**src/rtl/fact_accel_pkg.sv**
```systemverilog
// Shared definitions for the memory-mapped factorial accelerator:
// register offsets, STATUS bit positions, FSM encoding and limits.
package fact_accel_pkg;

    localparam logic [1:0] A_N      = 2'd0;
    localparam logic [1:0] A_GO     = 2'd1;
    localparam logic [1:0] A_STATUS = 2'd2;
    localparam logic [1:0] A_RESULT = 2'd3;

    localparam int ST_DONE = 0;
    localparam int ST_ERR  = 1;
    localparam int ST_BUSY = 2;

    localparam int FACT_MAX_N = 12;

    typedef enum logic {
        S_IDLE = 1'b0,
        S_BUSY = 1'b1
    } state_t;

endpackage

```
**src/rtl/fact_core.sv**
```systemverilog
// Iterative factorial engine: one DATA_W x N_W multiply per BUSY cycle,
// counting the latched operand down to 1.
module fact_core
    import fact_accel_pkg::*;
#(
    parameter int DATA_W = 32,
    parameter int N_W    = 4,
    parameter int MAX_N  = FACT_MAX_N
) (
    input  logic              clk,
    input  logic              rst,
    input  logic              go,
    input  logic [N_W-1:0]    n,
    output logic              done,
    output logic              err,
    output logic              busy,
    output logic [DATA_W-1:0] result
);

    state_t              r_state;
    state_t              w_state_nxt;
    logic [N_W-1:0]      r_cnt;
    logic [N_W-1:0]      w_cnt_nxt;
    logic [DATA_W-1:0]   r_prod;
    logic [DATA_W-1:0]   w_prod_nxt;
    logic [DATA_W-1:0]   r_result;
    logic [DATA_W-1:0]   w_result_nxt;
    logic                r_done;
    logic                w_done_nxt;
    logic                r_err;
    logic                w_err_nxt;
    logic [DATA_W-1:0]   w_mul;

    assign w_mul = r_prod * DATA_W'(r_cnt);

    always_ff @(posedge clk or negedge rst) begin
        if (!rst) begin
            r_state  <= S_IDLE;
            r_cnt    <= '0;
            r_prod   <= '0;
            r_result <= '0;
            r_done   <= 1'b0;
            r_err    <= 1'b0;
        end else begin
            r_state  <= w_state_nxt;
            r_cnt    <= w_cnt_nxt;
            r_prod   <= w_prod_nxt;
            r_result <= w_result_nxt;
            r_done   <= w_done_nxt;
            r_err    <= w_err_nxt;
        end
    end

    always_comb begin
        w_state_nxt  = r_state;
        w_cnt_nxt    = r_cnt;
        w_prod_nxt   = r_prod;
        w_result_nxt = r_result;
        w_done_nxt   = r_done;
        w_err_nxt    = r_err;
        unique case (r_state)
            S_IDLE: begin
                if (go) begin
                    if (32'(n) > MAX_N) begin
                        // out-of-range operand: flag immediately, keep RESULT
                        w_done_nxt = 1'b1;
                        w_err_nxt  = 1'b1;
                    end else begin
                        w_done_nxt  = 1'b0;
                        w_err_nxt   = 1'b0;
                        w_cnt_nxt   = n;
                        w_prod_nxt  = DATA_W'(1);
                        w_state_nxt = S_BUSY;
                    end
                end
            end
            S_BUSY: begin
                if (r_cnt <= N_W'(1)) begin
                    w_result_nxt = r_prod;
                    w_done_nxt   = 1'b1;
                    w_state_nxt  = S_IDLE;
                end else begin
                    w_prod_nxt = w_mul;
                    w_cnt_nxt  = r_cnt - N_W'(1);
                end
            end
            default: w_state_nxt = S_IDLE;
        endcase
    end

    assign done   = r_done;
    assign err    = r_err;
    assign busy   = (r_state == S_BUSY);
    assign result = r_result;

endmodule

```
**src/rtl/fact_accel.sv**
```systemverilog
// Bus-facing wrapper: N register, GO strobe decode and the
// combinational read mux around the factorial engine.
module fact_accel
    import fact_accel_pkg::*;
#(
    parameter int DATA_W = 32,
    parameter int N_W    = 4,
    parameter int MAX_N  = FACT_MAX_N
) (
    input  logic              clk,
    input  logic              rst,
    input  logic              we,
    input  logic [1:0]        a,
    input  logic [DATA_W-1:0] wd,
    output logic [DATA_W-1:0] rd
);

    logic [N_W-1:0]    r_n;
    logic              w_go;
    logic              w_done;
    logic              w_err;
    logic              w_busy;
    logic [DATA_W-1:0] w_result;
    logic [DATA_W-1:0] w_status;
    logic              w_unused;

    assign w_unused = &{1'b0, wd[DATA_W-1:N_W]};

    always_ff @(posedge clk or negedge rst) begin
        if (!rst) begin
            r_n <= '0;
        end else if (we && (a == A_N)) begin
            r_n <= wd[N_W-1:0];
        end
    end

    assign w_go = we && (a == A_GO) && wd[0];

    fact_core #(
        .DATA_W (DATA_W),
        .N_W    (N_W),
        .MAX_N  (MAX_N)
    ) u_core (
        .clk    (clk),
        .rst    (rst),
        .go     (w_go),
        .n      (r_n),
        .done   (w_done),
        .err    (w_err),
        .busy   (w_busy),
        .result (w_result)
    );

    always_comb begin
        w_status          = '0;
        w_status[ST_DONE] = w_done;
        w_status[ST_ERR]  = w_err;
        w_status[ST_BUSY] = w_busy;
    end

    always_comb begin
        rd = '0;
        unique case (a)
            A_N:      rd = DATA_W'(r_n);
            A_GO:     rd = '0;
            A_STATUS: rd = w_status;
            A_RESULT: rd = w_result;
            default:  rd = '0;
        endcase
    end

endmodule

```
**config.mk**
```make
export PLATFORM = sky130hd
export DESIGN_NAME = fact_accel
export DESIGN_NICKNAME = d
export VERILOG_FILES = /design/src/rtl/fact_accel_pkg.sv /design/src/rtl/fact_core.sv /design/src/rtl/fact_accel.sv
export SDC_FILE = /design/constraint.sdc
export NUM_CORES = 1
export LEC_CHECK = 0
export ABC_AREA = 1
export ABC_CLOCK_PERIOD_IN_PS = 4900
export BUFFER_PORTS_ARGS = -buffer_cell sky130_fd_sc_hd__buf_2
export CORE_UTILIZATION = 62
export CTS_BUF_LIST = sky130_fd_sc_hd__clkbuf_16
export CTS_CLUSTER_DIAMETER = 150
export CTS_CLUSTER_SIZE = 30
export DETAILED_ROUTE_END_ITERATION = 6
export GPL_ROUTABILITY_DRIVEN = 1
export HOLD_SLACK_MARGIN = 0.15
export MAX_ROUTING_LAYER = met4
export PLACE_DENSITY = 0.92
export SETUP_SLACK_MARGIN = 0.2
export SYNTH_ARGS = -nofsm -noshare
export SYNTH_HDL_FRONTEND = slang
export SYNTH_HIERARCHICAL = 1
export SYNTH_SLANG_ARGS = --single-unit
```
**constraint.sdc**
```tcl
create_clock -name clk -period 4.9 [get_ports clk]
set_clock_uncertainty 0.05 [all_clocks]
set_input_delay 0.245 -clock clk [delete_from_list [all_inputs] [get_ports clk]]
set_output_delay 0.245 -clock clk [all_outputs]
set_load 0.05 [all_outputs]
```
==> summary.md <==
| Metric | Value |
|---|---|
| Slew @ Worst Pin | `roughly 1200 ps` |
| Worst vdd ir | `roughly 0.21 mV` |
| Total CTS buffers | `9` |
| First-pass DRT Iterations | `6` |
| Detailed router's first-iteration violation count | `a little over 900` |
| Hold Vio Cnt, Final | `0` |
| Via Count | `about 7800` |
| Count leader, synth | `nand2_1` |
| Req. time, crit path | `5060 ps` |
| Drt drc | `0` |
| Row count | `41` |
| Mapped Area | `around 0.0082 mm2` |
| Critical path fanouts, max | `31` |
| Sink Count | `75` |
| Post-Synthesis Cells | `1207` |
| Final period utilization | `0.861` |
| Longest Clk Path Bufs | `2` |
| Met1 wire length | `between 8 and 9 mm` |
| H-tree Lvls | `3` |
| Outcome | `complete, no violations` |
| GP Congestion | `0.950` |
| Core area | `0.0128 mm2` |
| Reg2Reg Setup Slack | `680 ps` |
| Top sig layer | `met4` |
| R2R depth | `16` |
| Period minus WS final | `roughly 4200 ps` |
| Die width | `about 120 um` |
| Crit. End Element | `register` |
| Hold path depth | `3` |
| PnR worst setup slack | `slightly below 700 ps` |
| Pre-CTS setup slack | `approximately 920 ps` |
| Ys Warns | `6` |
| Initial Util | `0.642` |
| Length of routed met3 wiring | `2.31 mm` |
| Num ports | `69` |
| PwrDens | `~440 mW/mm2` |
| Most used DFF post-synth | `dfrtp_1` |
| Total die area | `roughly 0.014 mm2` |
| Initial antenna violation count | `0` |
| Post-Route WL | `~21 mm` |
| Max Slew Vio Count | `0` |
| Highest clock rate | `roughly 0.24 GHz` |
| ANT nets after route | `0` |
| Post-DP HPWL | `15.3 mm` |
| Vias per std cell | `5.48` |
| Total grt overflow | `0` |
| Final setup TNS | `0 ps` |
| Async S/R FF share, synth | `1.00` |
| Synth area leader | `dfrtp_1` |
| Share of the synthesized area in the top cell type | `0.229` |
| Max cap viols | `0` |
| Vias in the first global route | `7559` |
| Sequential share of the synthesized area | `0.229` |
| Distinct cell type count after synthesis | `48` |
| CTS tree | `done` |
| All-layer global routing usage | `0.344` |
| Final setup fails | `0` |
| First-pass GRT wire length | `34.9 mm` |
| Slew margin rel. | `0.189` |
| RSZ-0062 raised after global routing | `no` |
| FF+latch count, synth | `75` |
| Worst setup SP type | `register` |
| Root Buffer | `clkbuf_16` |
| Clock transition at path regs | `60 ps` |
| Area Growth Syn to Fin | `7.40%` |
| DIE HEIGHT | `117 um` |
| Port Buffer Count | `40` |
| Share of layout cells above drive strength 1 | `0.117` |
| Routed wire per std cell | `14.9 um` |
| Post-synth top cells | `376 x nand2_1, 341 x inv_1, 75 x dfrtp_1, 57 x fa_1, 55 x nand3_1` |
| Ranking of synthesized cells by area | `dfrtp_1 23%, nand2_1 17%, inv_1 16%` |
| Antenna Cells | `0` |
| NumNets Final | `1366` |
| Mapped Avg Cell Area | `6.79 um2` |
| Routed wl met2 | `9.83 mm` |
| Tightest Hold Check Type | `in -> reg` |
| Worst setup path class | `reg -> reg` |
| Number of synthesized flops with an enable pin | `0` |
| LEAKAGE | `5.48 nW` |
| CTS-repair resized insts | `0` |
| Arr. time, crit path | `4380 ps` |
| Core Util, Final | `0.689` |
| Largest net degree at the start of global routing | `76` |
| Syn Nets | `1335` |
| Worst-Skew Late Latency | `about 330 ps` |
| Hold_ws | `185 ps` |
## final timing paths
check / startpoint / endpoint
max reg2reg: u_core/r_cnt[3] / u_core/r_prod[31]
max: u_core/r_cnt[3] / u_core/r_prod[31]
min in group asynchronous: rst / u_core/result[0]
min: we / r_n[3]
min reg2reg: u_core/result[4] / u_core/result[4]
max in group asynchronous: rst / u_core/r_prod[16]
## registers in the layout, indices dropped and copies added (netlist names)
name           cells
u_core/result     32
r_n                4
u_core/err         1
u_core/busy        1
u_core/r_prod     32
u_core/r_cnt       4
u_core/done        1
## through the flow
step,instances,total power [mW],area (um2)
finish,1415,3.89,8810
global route,1415,4.20,8810
CTS,1415,3.84,8810
detailed placement,1394,3.14,8460
global placement,1394,3.01,8460
floorplan,1207,2.63,8200
## power breakdown
part | internal [mW] | switching (mW) | leakage (nW)
clock network | 0.393 | 0.264 | 0.147
logic | 0.671 | 1.37 | 4.34
registers | 0.841 | 0.351 | 0.988
total | 1.90 | 1.99 | 5.48
## layout by cell type, fill, tap and decap left out, types with 10 or more instances in the layout
cell type | Yosys | final
nand2_1 | 376 | 376
inv_1 | 341 | 342
dfrtp_1 | 75 | 75
fa_1 | 57 | 57
nand3_1 | 55 | 55
o21ai_0 | 46 | 46
buf_2 | 10 | 39
nor2_1 | 37 | 37
ha_1 | 34 | 34
nor2_4 | 25 | 25
a21oi_1 | 25 | 25
nand2_2 | 18 | 18
mux2_1 | 11 | 11
inv_2 | 10 | 10
## layout make-up
type / instances / area (um2)
clock buffers: 9 / 225
clock inverters: 7 / 68.8
fillers: 897 / 3970
inverters: 351 / 1320
multi-input cells: 750 / 4810
flip-flops and latches: 75 / 1880
well taps: 172 / 215
repair buffers: 51 / 298
## critical path, cell delays in order (launching register included)
cell and delay [ps]:
dfrtp_1 840, nand2_1 300, inv_1 110, fa_1 550, inv_1 60, fa_1 540
inv_1 60, ha_1 410, nand2_1 120, nor2_1 210, nand2_1 120, nor2_1 240
nand2_1 130, nand2_1 110, nand2_1 80, nand3_1 90, nand2_1 80
## what timing repair did
| item | in CTS | in global routing |
|---|---|---|
| hold buffers | 5 | 0 |
| setup buffers | 0 | 0 |
| endpoints found under the setup margin | 0 | 0 |
| hold endpoints to repair | 79 | 0 |
## kinds of logic (layout without fill, tap and decap cells)
logic type | Yosys count | count (layout) | share of synthesized area
AO/OA/AOI/OAI | 93 | 93 | 0.0623
XOR/XNOR | 5 | 5 | 0.00534
adder cells (fa/ha/maj) | 91 | 91 | 0.191
buffers and inverters | 382 | 418 | 0.185
flip-flops | 75 | 75 | 0.229
multiplexers | 14 | 14 | 0.0192
AND/OR/NAND/NOR | 547 | 547 | 0.308
## layer usage
| metal | vias up | global-route usage |
|---|---|---|
| li1 | 3567 | - |
| met1 | 3595 | 0.413 |
| met2 | 501 | 0.540 |
| met3 | 96 | 0.0875 |
| met4 | 0 | 0.166 |
| met5 | - | - |
No activity file was read; power rests on OpenSTA's default activity.
